`src/rtl/ccsds_turbo_dec_rp_sched.sv`:
```
// Half-iteration scheduler for the CCSDS turbo SISO: sequences the forward (alpha)
// and backward (beta) recursions over one trellis block and flags completion.
//
// state | meaning
// IDLE  | waiting for istart
// CLR_F | alpha-processor state clear
// FWD   | forward pass, step counter 0..L-1
// CLR_B | beta-processor state clear (last alpha write lands here)
// BWD   | backward pass, step counter L-1..0
// FLUSH | last extrinsic valid drains, odone follows
module ccsds_turbo_dec_rp_sched #(
    parameter int pADDR_W = 14
) (
    input  logic               iclk,
    input  logic               ireset,
    input  logic               iclkena,
    input  logic               istart,
    input  logic               iabort,
    input  logic [1:0]         icode,
    input  logic [pADDR_W-1:0] ilen,
    output logic [1:0]         ocode,
    output logic               ofwd_state_clr,
    output logic               ofwd_val,
    output logic [pADDR_W-1:0] ofwd_addr,
    output logic               oalpha_we,
    output logic [pADDR_W-1:0] oalpha_waddr,
    output logic               obwd_state_clr,
    output logic               obwd_val,
    output logic [pADDR_W-1:0] obwd_addr,
    output logic               oext_val,
    output logic [pADDR_W-1:0] oext_addr,
    output logic               obusy,
    output logic               odone
);

    typedef enum logic [2:0] {
        IDLE  = 3'd0,
        CLR_F = 3'd1,
        FWD   = 3'd2,
        CLR_B = 3'd3,
        BWD   = 3'd4,
        FLUSH = 3'd5
    } state_t;

    localparam logic [pADDR_W-1:0] ONE = pADDR_W'(1);

    state_t             state_q, state_d;
    logic [pADDR_W-1:0] cnt_q, cnt_d;
    logic [pADDR_W-1:0] len_q, len_d;
    logic [1:0]         code_d;
    logic               done_d;
    logic               busy_d;

    always_comb begin
        state_d = state_q;
        cnt_d   = cnt_q;
        len_d   = len_q;
        code_d  = ocode;
        done_d  = 1'b0;
        unique case (state_q)
            IDLE: begin
                // obusy still covers the odone cycle, so no restart there
                if (istart && !obusy) begin
                    code_d  = icode;
                    len_d   = ilen;
                    state_d = (ilen == '0) ? FLUSH : CLR_F;
                end
            end
            CLR_F: begin
                cnt_d   = '0;
                state_d = FWD;
            end
            FWD: begin
                if (cnt_q == len_q - ONE) state_d = CLR_B;
                else                      cnt_d   = cnt_q + ONE;
            end
            CLR_B: begin
                cnt_d   = len_q - ONE;
                state_d = BWD;
            end
            BWD: begin
                if (cnt_q == '0) state_d = FLUSH;
                else             cnt_d   = cnt_q - ONE;
            end
            FLUSH: begin
                done_d  = 1'b1;
                state_d = IDLE;
            end
            default: state_d = IDLE;
        endcase
        if (iabort) begin
            state_d = IDLE;
            done_d  = 1'b0;
            code_d  = ocode;
        end
        busy_d = (state_d != IDLE) || done_d;
    end

    // Outputs are decoded from the next state so they line up with the state register.
    always_ff @(posedge iclk or posedge ireset) begin
        if (ireset) begin
            state_q        <= IDLE;
            cnt_q          <= '0;
            len_q          <= '0;
            ocode          <= '0;
            ofwd_state_clr <= 1'b0;
            ofwd_val       <= 1'b0;
            ofwd_addr      <= '0;
            oalpha_we      <= 1'b0;
            oalpha_waddr   <= '0;
            obwd_state_clr <= 1'b0;
            obwd_val       <= 1'b0;
            obwd_addr      <= '0;
            oext_val       <= 1'b0;
            oext_addr      <= '0;
            obusy          <= 1'b0;
            odone          <= 1'b0;
        end else if (iclkena) begin
            state_q        <= state_d;
            cnt_q          <= cnt_d;
            len_q          <= len_d;
            ocode          <= code_d;
            ofwd_state_clr <= (state_d == CLR_F);
            ofwd_val       <= (state_d == FWD);
            if (state_d == FWD) ofwd_addr <= cnt_d;
            oalpha_we      <= ofwd_val && !iabort;
            oalpha_waddr   <= ofwd_addr;
            obwd_state_clr <= (state_d == CLR_B);
            obwd_val       <= (state_d == BWD);
            if (state_d == BWD) obwd_addr <= cnt_d;
            oext_val       <= obwd_val && !iabort;
            oext_addr      <= obwd_addr;
            obusy          <= busy_d;
            odone          <= done_d;
        end
    end

endmodule

```
`config.mk`:
```
export PLATFORM = sky130hd
export DESIGN_NAME = ccsds_turbo_dec_rp_sched
export DESIGN_NICKNAME = d
export VERILOG_FILES = /design/src/rtl/ccsds_turbo_dec_rp_sched.sv
export SDC_FILE = /design/constraint.sdc
export NUM_CORES = 1
export LEC_CHECK = 0
export ABC_AREA = 1
export ABC_CLOCK_PERIOD_IN_PS = 4400
export BUFFER_PORTS_ARGS = -buffer_cell sky130_fd_sc_hd__buf_4
export CORE_ASPECT_RATIO = 0.9
export CORE_MARGIN = 2
export CORE_UTILIZATION = 55
export DETAILED_ROUTE_END_ITERATION = 7
export PLACE_DENSITY = 0.77
export SYNTH_ARGS = -nofsm -noshare
export SYNTH_HDL_FRONTEND = slang
export SYNTH_SLANG_ARGS = --single-unit
```
`constraint.sdc`:
```
create_clock -name iclk -period 4.4 [get_ports iclk]
set_input_delay 0.22 -clock iclk [delete_from_list [all_inputs] [get_ports iclk]]
set_output_delay 0.22 -clock iclk [all_outputs]
set_load 0.01 [all_outputs]
```
==> flow_metrics.py, run 1 <==
metrics = {
    "clock_network": {
        "clock_latency_ps": 350,
        "cts_buffers": 9,
        "cts_tree": "yes",
        "root_buffer": "clkbuf_16",
        "cts_max_level": 3,
        "cts_setup_buffers": 0,
        "cts.hold.buffers_added": 0,
        "cts.repair.resized": 0,
        "ctsLongestPathBuffers": 2,
        "clk_pin_slew_ps": 70,
        "cts.sinks": 97,
    },
    "floorplan": {
        "start_util_pct": 55.89,
        "rows": 36,
        "die_w_um": 114.0,
        "ioPinCount": 87,
        "fp.dieH_um": 103.0,
        "die_area_mm2": 0.01175,
        "coreArea_mm2": 0.01072,
    },
    "layout": {
        "post-route-util_pct": 65.18,
        "area_delta_synth_final_pct": 16.62,
        "diodes": 0,
        "num-fill-cells": 983,
        "nets": 940,
        "drive_gt1_share_pct": 19.15,
    },
    "grt": {
        "grt_pass1_wl_um": 26360,
        "grt_start_max_net_pins": 62,
        "track_usage_pct": 28.50,
        "grt_pass1_vias": 5256,
        "grt_antenna_before_repair": 0,
        "overflow": 0,
    },
    "logic_synthesis": {
        "ys_ff_latch": 97,
        "synthCells": 847,
        "synthTopCellsByCount": "nand2_1 (348), dfrtp_1 (97), inv_1 (70), nand3_1 (65), nor2_1 (43)",
        "ys_seq_area_share_pct": 40.51,
        "synth_edf_count": 0,
        "yosysMostFrequentCell": "nand2_1",
        "synth_top_area_share_pct": 40.51,
        "synth_top_cell_by_area": "dfrtp_1",
        "async_flop_share_pct": 100.0,
        "synth.cell_area_mm2": 0.005992,
        "ys_types": 35,
        "syn_nets": 871,
        "syn_avg_cell_area_um2": 7.074,
        "yosysWarnings": 0,
        "ys.flop_type": "dfrtp_1",
        "synth.area.top_cells": "dfrtp_1 (41%), nand2_1 (22%), nand3_1 (5.4%)",
    },
    "setup_path": {
        "critPathCaptureType": "flip-flop",
        "required_ps": 4690,
        "arrival_ps": 3310,
        "crit_start": "len_q[0]",
        "path_delay_family": "simple AND/OR/NAND/NOR gates",
        "cp_common_cell": "nand2_1",
        "cp_slowest_cell": "nor3_4",
        "path_cells": "inv_2 -> ha_1 -> inv_1 -> nand2_1 -> nand2_1 -> nand2_1 -> nand2_1 -> inv_1 -> nand4_1 -> nor3_4 -> nand3_4 -> nand2_1 -> nand3_1 -> nand3_1 -> nand2_1 -> nand2_1",
        "criticalPathCategory": "reg2reg",
        "crit_fanout": 15,
        "r2r_start": "len_q[0]",
        "worst_path_largest_cell_delay_ps": 610,
        "cp-start-kind": "flip-flop",
        "critPathBufInv": 3,
    },
    "power": {
        "p_per_area_mw_per_mm2": 590.7,
        "power.share.clock_pct": 20.5,
        "ir_worst_vdd_mv": 0.4121,
        "p_sw_uw": 1828,
        "leakage_uw": 0.003783,
        "p_sw_share_pct": 44.29,
        "pwr-share-seq_pct": 34.3,
        "combPwrFrac_pct": 45.1,
        "p_int_uw": 2300,
    },
    "detailed_routing": {
        "viasPerCell": 5.490,
        "first_pass_iters": 6,
        "wirelength_um": 15930,
        "wl_per_cell_um": 15.15,
        "drc": 0,
        "drtIter0Drc": 522,
        "antenna_left": 0,
        "vias": 5775,
    },
    "sta": {
        "worst_pin_slew_ps": 765.1,
        "fin_skew_ps": 6.931,
        "fin_crit_sh_pct": 68.60,
        "setup_viol": 0,
        "maxSlewHeadroom_pct": 49.00,
        "finalHoldViolations": 0,
        "fin_crit_ps": 3018,
        "clock.fmax_mhz": 331.3,
        "slew_violations": 0,
        "setup-tns-final_ps": 0,
        "rsz0062_at_grt": "no",
    },
    "placement": {
        "port_buffers": 86,
        "hpwl_um": 11280,
        "gp_congestion": 1.011,
    },
    "hold_path": {
        "hold_path.class": "in2async",
    },
    "flow_run": {
        "maxCapViolCount": 0,
    },
    "status": {
        "outcome": "finished clean",
    },
}
metal layers:
metal	GRT usage, %	part of all wire, %
met1	40.16	46
met2	44.41	45
met3	5.409	7.0
met4	10.13	2.5
met5	0	0
path summary, 6_finish.rpt:
kind / to / slack (ps) / cells after the start
hold reg to reg: oalpha_waddr[0] / 470 / 2
setup reg to reg: ofwd_addr[11] / 1380 / 16
setup / recovery: ofwd_addr[11] / 1380 / 16
max in group asynchronous: obwd_val / 3400 / 3
min in group iclk: ocode[1] / 100 / 2
hold / removal: len_q[7] / 10 / 2
area by class of cell:
type | instances | area (um^2) | share of cell area [%]
multi-input cells | 635 | 3088 | 44.19
flip-flops and latches | 97 | 2427 | 34.74
repair buffers | 90 | 675.6 | 9.669
inverters | 83 | 314.1 | 4.494
clock buffers | 10 | 239.0 | 3.420
well taps | 133 | 166.4 | 2.381
clock inverters | 4 | 77.57 | 1.110
worst reg2reg max path: cells and delay by family, from the launching register on:
kind          cells  cell delay (ps)
simple gates     12             1910
flops             1              460
fa+ha+maj         1              320
buf+inv           3              260
registers in the layout, indices dropped and copies added, names as in the netlist, 2 cells and up:
name          flops
len_q            14
ocode             2
ofwd_addr        14
oalpha_waddr     14
state_q           3
oext_addr        14
obwd_addr        14
cnt_q            14
power by group through the flow:
stage	clock, uW	sequential [uW]	combinational (uW)
after global placement	0	1410	1820
final	848	1420	1860
after global routing	891	1450	2110
after CTS	861	1410	1830
after detailed placement	0	1420	1830
after floorplan	0	1380	1300
logic make-up (layout without fill, tap and decap cells):
logic type	after synthesis	in the layout	synth area share (%)
AO/OA/AOI/OAI	59	59	5.346
XOR/XNOR	16	16	2.339
buffers and inverters	115	187	8.039
AND/OR/NAND/NOR	555	555	42.76
flip-flops	97	97	40.51
multiplexers	2	2	0.3758
adder cells (fa/ha/maj)	3	3	0.6265
through the flow:
step | area, um^2 | hold slack, ps | power [uW] | cells | setup WS [ps]
floorplan | 5992 | 370.5 | 2678 | 847 | 1646
global placement | 6671 | 415.3 | 3229 | 1038 | 1496
detailed placement | 6671 | 419.0 | 3247 | 1038 | 1429
CTS | 6988 | 46.39 | 4104 | 1052 | 1404
global route | 6988 | 94.29 | 4455 | 1052 | 1066
finish | 6988 | 14.27 | 4128 | 1052 | 1382
layout by cell type, fill, tap and decap left out, drive strengths merged:
cell type  instances
ha                 3
nor2              54
nor4               6
o21ai             30
a21oi             21
xor2              15
a31o               1
clkinv             6
nor3              13
inv               79
a22oi              1
o21a               1
nand3             91
mux2               2
nand4             23
nand2            367
xnor2              1
o31ai              2
and2               1
a31oi              3
clkbuf            10
buf               90
dfrtp             97
bufinv             2
(Power assumes the default switching activity.)
==> inputs of run 2 (changes only) <==
--- a/config.mk
+++ b/config.mk
@@ -6,11 +6,11 @@
 export NUM_CORES = 1
 export LEC_CHECK = 0
 export ABC_AREA = 1
-export ABC_CLOCK_PERIOD_IN_PS = 4400
+export ABC_CLOCK_PERIOD_IN_PS = 2560
 export BUFFER_PORTS_ARGS = -buffer_cell sky130_fd_sc_hd__buf_4
 export CORE_ASPECT_RATIO = 0.9
 export CORE_MARGIN = 2
-export CORE_UTILIZATION = 55
+export CORE_UTILIZATION = 52
 export DETAILED_ROUTE_END_ITERATION = 7
 export PLACE_DENSITY = 0.77
 export SYNTH_ARGS = -nofsm -noshare
==> constraint.sdc (replaced) <==
create_clock -name iclk -period 2.56 [get_ports iclk]
set_input_delay 0.128 -clock iclk [delete_from_list [all_inputs] [get_ports iclk]]
set_output_delay 0.128 -clock iclk [all_outputs]
set_load 0.01 [all_outputs]
==> flow_metrics.py, run 2 (same netlist as run 1, synthesis figures left out) <==
metrics = {
    "status": {
        "outcome": "finished clean",
    },
    "layout": {
        "mostFrequentLayoutCells": "nand2_1 (345), buf_4 (134), dfrtp_1 (96)",
        "ff_latch_area_mm2": 0.002429,
        "area_delta_synth_final_pct": 26.37,
        "num-fill-cells": 989,
        "mostFrequentLayoutCell": "nand2_1",
        "fin_cells": 1132,
        "nets": 995,
        "multi_input_area_mm2": 0.003208,
        "drive_gt1_share_pct": 24.80,
        "post-route-util_pct": 66.76,
        "diodes": 0,
    },
    "power": {
        "p_total_uw": 7522,
        "leakage_uw": 0.004064,
        "p_per_area_mw_per_mm2": 993.4,
        "ir_worst_vdd_mv": 0.5096,
    },
    "detailed_routing": {
        "wl_per_cell_um": 14.89,
        "viasPerCell": 5.264,
        "antenna_left": 0,
        "drtIter0Drc": 456,
        "first_pass_iters": 5,
        "wirelength_um": 16860,
        "vias": 5959,
        "drc": 0,
    },
    "clock_network": {
        "cts_tree": "yes",
        "cts_max_level": 3,
        "cts_buffers": 9,
        "ctsLongestPathBuffers": 2,
        "root_buffer": "clkbuf_16",
        "clk_pin_slew_ps": 70,
        "clock_latency_ps": 360,
        "cts.sinks": 97,
    },
    "setup_path": {
        "critPathCaptureType": "flip-flop",
        "required_ps": 2810,
        "crit_fanout": 7,
        "cp-start-kind": "flip-flop",
        "criticalPathCategory": "reg2reg",
        "arrival_ps": 2660,
    },
    "sta": {
        "clock.fmax_mhz": 414.7,
        "fin_skew_ps": 8.300,
        "finalHoldViolations": 0,
        "setup_viol": 0,
        "worst_pin_slew_ps": 728.6,
        "hold_slack_ps": 24.44,
        "slew_violations": 0,
        "maxSlewHeadroom_pct": 51.31,
        "fin_crit_ps": 2412,
        "setup-tns-final_ps": 0,
        "fin_crit_sh_pct": 94.20,
    },
    "grt": {
        "track_usage_pct": 28.22,
        "grt_start_max_net_pins": 81,
        "overflow": 0,
        "grt_pass1_vias": 5701,
        "grt_antenna_before_repair": 0,
        "grt_pass1_wl_um": 27490,
    },
    "hold_path": {
        "hold_path.class": "in2reg",
    },
    "floorplan": {
        "coreArea_mm2": 0.01134,
        "start_util_pct": 52.83,
        "die_w_um": 117.2,
        "fp.dieH_um": 105.8,
        "die_area_mm2": 0.01240,
        "ioPinCount": 87,
        "rows": 37,
    },
    "placement": {
        "gp_congestion": 0.9614,
        "placedCellCount": 1104,
        "port_buffers": 86,
        "hpwl_um": 12020,
    },
    "flow_run": {
        "maxCapViolCount": 0,
    },
}
-- run 2: cell count changes in the layout (fill, tap and decap cells not counted), sizes merged --
cell         change
clkbuf           +2
clkinvlp         +1
dlygate4sd3      +3
buf             +51
bufinv           -2
clkinv           +1
nand2            +1
-- run 2: final cells by class --
cell class / count / share of cell area (%)
Multi-Input combinational cell: 636 / 42.37
Sequential cell: 97 / 32.07
Timing Repair Buffer: 144 / 15.30
Inverter: 83 / 4.197
Clock buffer: 12 / 3.123
Tap cell: 156 / 2.578
Clock inverter: 4 / 0.3635
-- run 2: worst paths after layout --
kind                                 endpoint         start  cells after the start  slack (ps)
worst min register to register   oext_addr[7]  oext_addr[7]                      2         470
min in group asynchronous            len_q[7]        ireset                      3         330
worst max register to register  obwd_addr[11]      len_q[3]                     15         150
worst min-delay path                 len_q[9]       ilen[9]                      3          20
worst max-delay path            obwd_addr[11]      len_q[3]                     15         150
max in group asynchronous          state_q[0]        ireset                      4        1500
-- run 2: metal layers --
metal | GRT usage, % | wire [um]
met1 | 39.24 | 7620
met5 | 0 | 0
met4 | 8.151 | 243
met2 | 44.58 | 7983
met3 | 5.635 | 1008
-- run 2: per-stage QoR --
stage	instance area (um^2)	worst slack [ps]
2_1_floorplan	5996	314.2
3_3_place_gp	7049	52.34
3_5_place_dp	7049	-46.38
4_1_cts	7358	1.693
5_1_grt	7572	-29.65
6_report	7572	148.5
-- run 2: power by group --
part | internal (uW) | switching [uW]
combinational | 1590 | 2300
clock | 664 | 604
sequential | 1930 | 425
total | 4190 | 3330
-- run 2: worst max-delay path, stage by stage, from the launching register on --
cell and delay [ps]:
dfrtp_2 490, nor2_2 190, nand2_1 110, nor2_1 170
nand3_1 130, nand2_1 110, nand2_1 70, nand2_1 70
nand2_1 80, nor2_4 220, buf_4 170, nand4_1 90
nand3_1 110, nand3_1 130, nand2_1 110, nand2_1 50
-- run 2: timing repair --
action / in CTS / in global routing
hold buffers: 3 / 0
gates cloned: 0 / 1
pin swaps: 0 / 9
gates resized for setup: 2 / 25
setup buffers: 0 / 8
endpoints found under the hold margin: 19 / 0
endpoints found under the setup margin: 28 / 47
